<file path="src/rtl/map_merger_pkg.sv">
// Shared constants and types for the psum-to-feature-map merge stage.
package map_merger_pkg;

    localparam int LANES          = 2;
    localparam int LANE_W         = 32;
    localparam int Q_W            = 8;
    localparam int BEATS_PER_WORD = 4;
    localparam int ADDR_STEP      = 8;

    localparam int SAT_MAX = 127;
    localparam int SAT_MIN = -128;

    localparam logic [0:0] ST_IDLE = 1'b0;
    localparam logic [0:0] ST_RUN  = 1'b1;

    // Per-tile requant settings latched on cfg_start.
    typedef struct packed {
        logic [LANES-1:0][LANE_W-1:0] bias;
        logic [4:0]                   shift;
        logic                         relu_en;
    } lane_cfg_t;

endpackage

</file>
<file path="src/rtl/map_merger_requant.sv">
// One lane of bias add, optional ReLU, round-half-up arithmetic shift and int8 saturation.
module map_merger_requant
    import map_merger_pkg::*;
(
    input  logic [LANE_W-1:0] psum,
    input  logic [LANE_W-1:0] bias,
    input  logic [4:0]        shift,
    input  logic              relu_en,
    output logic [Q_W-1:0]    q
);

    logic signed [LANE_W:0]   sum;
    logic signed [LANE_W:0]   act;
    logic signed [LANE_W+1:0] rnd;
    logic signed [LANE_W+1:0] res;

    always_comb begin
        sum = $signed({psum[LANE_W-1], psum}) + $signed({bias[LANE_W-1], bias});
        act = (relu_en && sum[LANE_W]) ? '0 : sum;
        // With shift=0 the rounding term is zero and the shift is a no-op, so r = s falls out.
        rnd = '0;
        if (shift != 5'd0) rnd[shift - 5'd1] = 1'b1;
        res = ($signed({act[LANE_W], act}) + rnd) >>> shift;
        if (res > (LANE_W+2)'(SAT_MAX))      q = Q_W'(SAT_MAX);
        else if (res < (LANE_W+2)'(SAT_MIN)) q = Q_W'(SAT_MIN);
        else                                 q = res[Q_W-1:0];
    end

endmodule

</file>
<file path="src/rtl/map_merger.sv">
// Requantizes two-lane psum beats to int8, packs four beats per 64-bit word and streams
// the words with running byte addresses, one tile per cfg_start.
module map_merger
    import map_merger_pkg::*;
#(
    parameter int ADDR_W = 32,
    parameter int CNT_W  = 16
) (
    input  logic              clk,
    input  logic              rst,
    input  logic              cfg_start,
    input  logic [ADDR_W-1:0] cfg_base_addr,
    input  logic [CNT_W-1:0]  cfg_out_words,
    input  logic [31:0]       cfg_bias_lo,
    input  logic [31:0]       cfg_bias_hi,
    input  logic [4:0]        cfg_shift,
    input  logic              cfg_relu_en,
    input  logic [63:0]       psum_acc2map_merger_data,
    input  logic              psum_acc2map_merger_vld,
    output logic              psum_acc2map_merger_rdy,
    output logic [63:0]       map_merger2wb_data,
    output logic [ADDR_W-1:0] map_merger2wb_addr,
    output logic              map_merger2wb_last,
    output logic              map_merger2wb_vld,
    input  logic              map_merger2wb_rdy,
    output logic              done
);

    logic [0:0]        state_q, state_d;
    logic [1:0]        beat_cnt_q, beat_cnt_d;
    logic [CNT_W-1:0]  word_idx_q, word_idx_d;
    logic [CNT_W-1:0]  out_words_q, out_words_d;
    logic [ADDR_W-1:0] addr_cnt_q, addr_cnt_d;
    lane_cfg_t         cfg_q, cfg_d;
    logic [BEATS_PER_WORD-2:0][LANES*Q_W-1:0] pack_q, pack_d;
    logic [63:0]       out_data_q, out_data_d;
    logic [ADDR_W-1:0] out_addr_q, out_addr_d;
    logic              out_last_q, out_last_d;
    logic              out_vld_q, out_vld_d;
    logic              done_q, done_d;

    logic [LANES-1:0][LANE_W-1:0] psum_lane;
    logic [LANES-1:0][Q_W-1:0]    q_lane;
    logic in_rdy, in_fire, out_fire;

    assign psum_lane = psum_acc2map_merger_data;

    for (genvar g = 0; g < LANES; g++) begin : g_lane
        map_merger_requant u_requant (
            .psum    (psum_lane[g]),
            .bias    (cfg_q.bias[g]),
            .shift   (cfg_q.shift),
            .relu_en (cfg_q.relu_en),
            .q       (q_lane[g])
        );
    end

    // Only the word-completing beat needs the output register free.
    assign in_rdy   = (state_q == ST_RUN) &&
                      ((beat_cnt_q != 2'd3) || !out_vld_q || map_merger2wb_rdy);
    assign in_fire  = in_rdy && psum_acc2map_merger_vld;
    assign out_fire = out_vld_q && map_merger2wb_rdy;

    always_comb begin
        state_d     = state_q;
        beat_cnt_d  = beat_cnt_q;
        word_idx_d  = word_idx_q;
        out_words_d = out_words_q;
        addr_cnt_d  = addr_cnt_q;
        cfg_d       = cfg_q;
        pack_d      = pack_q;
        out_data_d  = out_data_q;
        out_addr_d  = out_addr_q;
        out_last_d  = out_last_q;
        out_vld_d   = out_vld_q;
        done_d      = 1'b0;
        case (state_q)
            ST_IDLE: begin
                if (cfg_start) begin
                    cfg_d.bias    = {cfg_bias_hi, cfg_bias_lo};
                    cfg_d.shift   = cfg_shift;
                    cfg_d.relu_en = cfg_relu_en;
                    out_words_d   = (cfg_out_words == '0) ? CNT_W'(1) : cfg_out_words;
                    addr_cnt_d    = cfg_base_addr;
                    state_d       = ST_RUN;
                end
            end
            default: begin
                if (out_fire) out_vld_d = 1'b0;
                // A load in the same cycle as a handshake overrides the clear above.
                if (in_fire) begin
                    case (beat_cnt_q)
                        2'd0: pack_d[0] = q_lane;
                        2'd1: pack_d[1] = q_lane;
                        2'd2: pack_d[2] = q_lane;
                        default: begin
                            out_data_d = {q_lane, pack_q};
                            out_addr_d = addr_cnt_q;
                            out_last_d = (word_idx_q == out_words_q - CNT_W'(1));
                            out_vld_d  = 1'b1;
                            addr_cnt_d = addr_cnt_q + ADDR_W'(ADDR_STEP);
                            word_idx_d = word_idx_q + CNT_W'(1);
                        end
                    endcase
                    beat_cnt_d = beat_cnt_q + 2'd1;
                end
                if (out_fire && out_last_q) begin
                    done_d     = 1'b1;
                    state_d    = ST_IDLE;
                    beat_cnt_d = '0;
                    word_idx_d = '0;
                end
            end
        endcase
    end

    always_ff @(posedge clk) begin
        if (rst) begin
            state_q     <= ST_IDLE;
            beat_cnt_q  <= '0;
            word_idx_q  <= '0;
            out_words_q <= '0;
            addr_cnt_q  <= '0;
            cfg_q       <= '0;
            pack_q      <= '0;
            out_data_q  <= '0;
            out_addr_q  <= '0;
            out_last_q  <= 1'b0;
            out_vld_q   <= 1'b0;
            done_q      <= 1'b0;
        end else begin
            state_q     <= state_d;
            beat_cnt_q  <= beat_cnt_d;
            word_idx_q  <= word_idx_d;
            out_words_q <= out_words_d;
            addr_cnt_q  <= addr_cnt_d;
            cfg_q       <= cfg_d;
            pack_q      <= pack_d;
            out_data_q  <= out_data_d;
            out_addr_q  <= out_addr_d;
            out_last_q  <= out_last_d;
            out_vld_q   <= out_vld_d;
            done_q      <= done_d;
        end
    end

    assign psum_acc2map_merger_rdy = in_rdy;
    assign map_merger2wb_data      = out_data_q;
    assign map_merger2wb_addr      = out_addr_q;
    assign map_merger2wb_last      = out_last_q;
    assign map_merger2wb_vld       = out_vld_q;
    assign done                    = done_q;

endmodule
</file>
<file path="config.mk">
export PLATFORM = sky130hd
export DESIGN_NAME = map_merger
export DESIGN_NICKNAME = d
export VERILOG_FILES = /design/src/rtl/map_merger_pkg.sv /design/src/rtl/map_merger_requant.sv /design/src/rtl/map_merger.sv
export SDC_FILE = /design/constraint.sdc
export NUM_CORES = 1
export LEC_CHECK = 0
export ABC_AREA = 1
export CAP_MARGIN = 40
export CORE_AREA = 2 2 288 290
export CTS_CLUSTER_DIAMETER = 30
export DETAILED_ROUTE_END_ITERATION = 16
export DIE_AREA = 0 0 290 292
export PLACE_DENSITY = 0.52
export SLEW_MARGIN = 0
export SYNTH_ARGS = -nofsm -noshare
export SYNTH_HDL_FRONTEND = slang
export SYNTH_SLANG_ARGS = --single-unit
</file>
<file path="constraint.sdc">
create_clock -name clk -period 6.4 [get_ports clk]
set_clock_uncertainty 0.1 [all_clocks]
set_input_delay 1.28 -clock clk [delete_from_list [all_inputs] [get_ports clk]]
set_output_delay 1.28 -clock clk [all_outputs]
set_load 0.005 [all_outputs]
</file>
# After elaboration in Yosys (flattened, before gate mapping)
# Cells that the tools add are included.
[totals] ff_bits=284 out_inout_bits=100 word_cells=94
[classes] bitwise=2 n_mux=26 order_cmp=6 n_shift=2 n_reduce_logical=25 addsub=9 n_eq_ne=7
[ops] cell="$mux W32" count=5
[ops] cell="$add A33 B33 Y34" count=2
[ops] cell="$gt A34 B8 Y1 const B" count=2
[ops] cell="$lt A34 B8 Y1 const B" count=2
[ops] cell="$sshr A34 B5 Y34" count=2
[ops] cell="$add A32 B32 Y33" count=2
[ops] cell="$mux W33" count=2
[ops] cell="$mux W16" count=4
[ops] cell="$add A32 B4 Y32 const B" count=1
[ops] cell="$mux W8" count=4
[ops] cell="$reduce_and A3 Y1" count=6
[ops] cell="$add A16 B1 Y16 const B" count=1
[ops] cell="$eq A16 B16 Y1" count=1
[ops] cell="$logic_not A16 Y1" count=1
[ops] cell="$sub A16 B1 Y16 const B" count=1
[ops] cell="$mux W1" count=8
[ops] cell="$logic_and A1 B1 Y1" count=7
[ops] cell="$lt A5 B7 Y1 const B" count=1
[ops] cell="$demux W1 S5" count=1
[ops] cell="$ge A5 B1 Y1 const B" count=1
[ops] cell="$reduce_bool A5 Y1" count=1
[ops] cell="$sub A5 B1 Y5 const B" count=1
[ops] cell="$mux W2" count=2
[ops] cell="$ne A2 B1 Y1 const B" count=2
[ops] cell="12 further kinds" count=17

# Depth between registers and ports, before layout
[logic_depth] depth_word=11 ltp_mapped=50 ltp_nobuf=48

# Modules after synthesis
# Synthesis repeated with hierarchy kept, for this count alone.
[hier_totals] hier_cells=4215 hier_area_um2=24837.6
[by_module_without_submodules] module="map_merger" area_per_inst_um2=11771.3 seq_area_each_um2=5685.5 cells_each=1594 instances=1
[by_module_without_submodules] module="map_merger_requant at g_lane[1].u_requant" area_per_inst_um2=6572.6 seq_area_each_um2=0.0 cells_each=1327 instances=1
[by_module_without_submodules] module="map_merger_requant at g_lane[0].u_requant" area_per_inst_um2=6493.7 seq_area_each_um2=0.0 cells_each=1294 instances=1

# Worst setup path after synthesis
# OpenSTA, ideal clock, no wires.
[synth_path] path_type="in2reg" start="in psum_acc2map_merger_data[2]" end="reg out_data_q[54], in the netlist map_merger2wb_data[54]" setup_time_ps=109 path_slack_ps=146 path_stages=41 t_arrival_ps=6045 path_cell_list="ha_1 > a21o_1 > a31oi_1 > o21ai_1 > a21boi_0 > inv_1 > a21o_1 > a21oi_1 > o21ai_1 > a21boi_0 > inv_1 > nand2_1 > nand2_1 > a21oi_1 > inv_1 > or2_2 > nand3_1 > inv_1 > [... 5 more ...] > nor3_1 > nand2_1 > nand2_1 > nand3_1 > nand3_1 > nand3_1 > nand3_2 > nand3_2 > and2_1 > nor2_1 > nand3_1 > nor2_1 > nand2_1 > nand2_4 > buf_6 > nand3_1 > nand2_1 > inv_1"
[synth_between] elab_chain_cells=8 word_cells_on_any_way=9 classes_between="add/sub (2); order compare (2); shift (1); mux (3); reduce/logical (1)"
[synth_rtl] item="start, declared" line="map_merger.sv:18" source="input logic [63:0] psum_acc2map_merger_data,"
[synth_rtl] item="$add A32 B32 Y33 *" line="map_merger_requant.sv:18" source="sum = $signed({psum[LANE_W-1], psum}) + $signed({bias[LANE_W-1], bias});"
[synth_rtl] item="$logic_and A1 B1 Y1" line="map_merger_requant.sv:19" source="act = (relu_en && sum[LANE_W]) ? '0 : sum;"
[synth_rtl] item="$mux W33 *" line="map_merger_requant.sv:19"
[synth_rtl] item="$add A33 B33 Y34 *" line="map_merger_requant.sv:23" source="res = ($signed({act[LANE_W], act}) + rnd) >>> shift;"
[synth_rtl] item="$sshr A34 B5 Y34 *" line="map_merger_requant.sv:23"
[synth_rtl] item="$lt A34 B8 Y1" line="map_merger_requant.sv:25" source="else if (res < (LANE_W+2)'(SAT_MIN)) q = Q_W'(SAT_MIN);"
[synth_rtl] item="$mux W8" line="map_merger_requant.sv:25"
[synth_rtl] item="$mux W8 *" line="map_merger_requant.sv:24" source="if (res > (LANE_W+2)'(SAT_MAX)) q = Q_W'(SAT_MAX);"
[synth_rtl] item="end signal, assigned" line="map_merger.sv:139" source="out_data_q <= out_data_d;"
[synth_rtl] item="end, declared" line="map_merger.sv:36" source="logic [63:0] out_data_q, out_data_d;"
# Mark *: on every way between the ends. The rest lies on a longest branch, timed or not.
# A chain may end at the register's enable or synchronous reset.

# Final worst setup path
[layout_path] start="in psum_acc2map_merger_data[2]" end="reg pack_q[19] (netlist bit)"
[layout_between] elab_chain_cells=8 word_cells_on_any_way=9 classes_between="add/sub (2); order compare (2); shift (1); mux (3); reduce/logical (1)"
[layout_rtl] item="$add A32 B32 Y33 *" line="map_merger_requant.sv:18"
[layout_rtl] item="$logic_and A1 B1 Y1" line="map_merger_requant.sv:19"
[layout_rtl] item="$mux W33 *" line="map_merger_requant.sv:19"
[layout_rtl] item="$add A33 B33 Y34 *" line="map_merger_requant.sv:23"
[layout_rtl] item="$sshr A34 B5 Y34 *" line="map_merger_requant.sv:23"
[layout_rtl] item="$lt A34 B8 Y1" line="map_merger_requant.sv:25"
[layout_rtl] item="$mux W8" line="map_merger_requant.sv:25"
[layout_rtl] item="$mux W8 *" line="map_merger_requant.sv:24"
[layout_rtl] item="end signal, assigned" line="map_merger.sv:138" source="pack_q <= pack_d;"
[layout_rtl] item="end, declared" line="map_merger.sv:35" source="logic [BEATS_PER_WORD-2:0][LANES*Q_W-1:0] pack_q, pack_d;"
# Marks and branches as above.

==> results.cfg <==
[status]
status = complete, no violations

[yosys]
yosysWarnings = 0
synthCells = 4041
synth-edff-count = 0
ys_seq_area_share_pct = 23.4
syn_area_sq_mm = 0.0243
synthFlopType = dfxtp_1
syn_area_per_cell_sq_um = 6.02
async_flop_share_pct = 0
ys_seq_elements = 284
ys_types = 62

[sta]
slew_headroom_pct = 36.9
setup_viol = 0
period_needed_ns = 6.27
drv_slew = 0
hold_viol_final = 0
tightest_slew_ns = 0.947
fmax_mhz = 159
min_period_over_period_pct = 98.0
setup_ws_ns = 0.127
hold_ws_ns = 0.350
rsz0062_at_grt = true

[final_layout]
drive_gt1_share_pct = 28.4
finish.utilization_pct = 46.6
area_growth_pct = 56.2
final_area_sq_mm = 0.0380
fill_cells = 8372
nets = 5142

[global_routing]
antenna_found_initial = 4
grt_overflow = 0
track_usage_pct = 21.8
grt_max_degree = 102
grt_pass1_wl_um = 150000
grt_pass1_vias = 27100

[setup_path]
worst-endpoint-arrival_ns = 6.69
crit_path_top_delay_cell = ha_4
crit_fanout = 7
crit_path_frequent_cell = buf_4
end_kind = flop
cp-start-kind = input pin
worstPathRequired_ns = 6.82
worstSetupPathType = in2reg
cpPeakStageDelay_ns = 0.28

[clock_network]
clk_path_buf_depth = 3
clk_latency_ns = 0.63
numCtsBuffers = 73
cts_tree = yes
cts-htree-levels = 3
clock_sinks = 284
holdBufCountCts = 0
root_buffer = clkbuf_16
clk_pin_slew_worst_paths_ns = 0.05

[power]
p_per_area_mw_per_mm2 = 257
p_leak_nw = 17.9
power.total_mw = 9.76
irDropWorstVdd_mv = 0.197

[drt]
drc = 0
first_iter_violations = 1593
antenna_left = 0
dr.pass1.iters = 7
wl_um = 95800
via_count = 28800
viasPerCell = 4.83
post_drt_wl_per_cell_um = 16.1

[placed_design]
dp_hpwl_um = 73200
gp_congestion = 0.895
io_buffers = 286
postPlaceCellArea_sq_mm = 0.0320
pre_cts_slack_ns = -1.39

[die]
fp.dieW_um = 290
row_count = 105
core_sq_mm = 0.0816
die_h_um = 292
pin_count = 287
dieArea_sq_mm = 0.0847
start_util_pct = 29.8

[min_path]
hp-class = reg2reg

[run]
maxCapViolCount = 0
state kept, by name (all words and copies together) (netlist names):
register and flops:
addr_cnt_q 32, beat_cnt_q 2, cfg_q 70, done 1
map_merger2wb_addr 32, map_merger2wb_data 64, map_merger2wb_last 1, map_merger2wb_vld 1
out_words_q 16, pack_q 48, state_q 1, word_idx_q 16
cells by family (layout without fill, tap and decap cells):
group | count (synthesis) | count (layout) | share of synthesized area [%]
buffers and inverters | 612 | 1442 | 9.79
XOR/XNOR | 81 | 81 | 2.92
other | 1 | 6 | 0.0154
AND/OR/NAND/NOR | 2209 | 2212 | 40.1
adder cells (fa/ha/maj) | 139 | 139 | 7.27
flip-flops | 284 | 284 | 23.4
multiplexers | 1 | 1 | 0.0411
AO/OA/AOI/OAI | 714 | 714 | 16.5
where the power goes:
part | internal (mW) | switching, mW
Combinational | 1.68 | 2.18
Sequential | 1.85 | 0.0643
Clock | 2.75 | 1.24
Total | 6.27 | 3.49
Yosys cell counts (5+ instances only):
cell type	instances	area (sq um)
nand2_1	1070	4020
nand3_1	546	2730
inv_1	413	1550
nor2_1	376	1410
a21oi_1	284	1420
dfxtp_1	284	5690
o21ai_0	229	1150
ha_1	135	1690
clkbuf_1	121	454
o21a_1	60	450
xor2_1	53	464
or2_2	41	257
a31oi_1	35	219
nand4_1	32	200
buf_1	28	105
buf_2	28	140
nand2_2	28	175
xnor2_1	28	245
nand3_2	22	220
o21ai_1	21	105
nor3_1	20	100
o21bai_1	19	143
a211oi_1	14	105
nor4_1	14	87.6
o211ai_1	14	105
nand2_4	12	135
a21o_1	11	82.6
inv_2	11	41.3
nand3b_1	10	75.1
nor3_2	8	80.1
nor2_2	7	43.8
a311oi_1	5	43.8
and2_1	5	31.3
buf_6	5	56.3
cell type report:
class                           count  area (sq um)  area share (%)
Tap cell                         1070          1340            3.52
Timing Repair Buffer              879          7530            19.8
Sequential cell                   284          5690            15.0
Multi-Input combinational cell   3149         19100            50.2
Clock inverter                     39           653            1.72
Inverter                          429          1630            4.28
Clock buffer                       95          2070            5.44
Antenna cell                        4          10.0          0.0263
stage by stage:
stage / setup TNS, ns / instances
CTS: 0 / 5925
floorplan: 0 / 4042
finish: 0 / 5949
detailed placement: -69.15 / 5754
global route: -7.36 / 5949
global placement: -67.62 / 5748
cell usage in the layout, fill, tap and decap left out, types with 11 or more instances in the layout:
master,synthesis,final
nand2_1,1070,965
nand2_2,28,113
inv_1,413,393
dfxtp_1,284,279
a211oi_1,14,14
a21oi_2,4,69
xor2_1,53,49
dlymetal6s2s_1,0,17
o21bai_1,19,16
nor2_4,1,13
clkbuf_16,0,74
ha_4,0,54
clkinv_2,0,15
o21ai_0,229,199
nor2_1,376,333
bufinv_16,0,11
buf_4,1,574
nand3_2,22,175
nand4_1,32,32
nand3_1,546,389
o21a_1,60,60
a21o_1,11,11
a21oi_1,284,215
o21ai_1,21,34
nand2_8,2,18
or2_2,41,41
o21ai_2,0,16
nor2_2,7,38
ha_1,135,77
o211ai_1,14,14
clkdlybuf4s50_1,0,262
a31oi_1,35,31
nor4_1,14,11
nand2_4,12,19
nor3_2,8,11
inv_2,11,30
clkbuf_8,0,16
nor3_1,20,12
xnor2_1,28,25
critical path: cells and delay by family:
family	cells	cell delay (ns)
AO/OA/AOI/OAI	1	0.09
AND/OR/NAND/NOR	25	2.52
buffers and inverters	20	2.26
adder cells (fa/ha/maj)	2	0.54
worst paths after layout:
path                               start                     end  slack (ns)  cells past startpoint
min reg2reg                   pack_q[47]  map_merger2wb_data[47]        0.35                      2
max reg2reg                     cfg_q[8]              pack_q[19]        0.54                     47
min                           pack_q[47]  map_merger2wb_data[47]        0.35                      2
max          psum_acc2map_merger_data[2]              pack_q[19]        0.13                     48
per-layer routing:
layer / track usage [%] / vias to the layer above / routed length [um]
met5: 0 / - / 0
met4: 7.09 / 0 / 2390
met3: 2.77 / 116 / 4030
met2: 34.3 / 633 / 42900
met1: 30.8 / 13100 / 46500
li1: - / 14900 / -
repair_timing:
item                                    4_1_cts  5_1_grt
pin swaps                                    98      150
gates cloned                                  4        1
endpoints found under the setup margin       56       56
resized for setup                           228      416
setup buffers                                33       19
No activity file was read; power rests on OpenSTA's default activity.
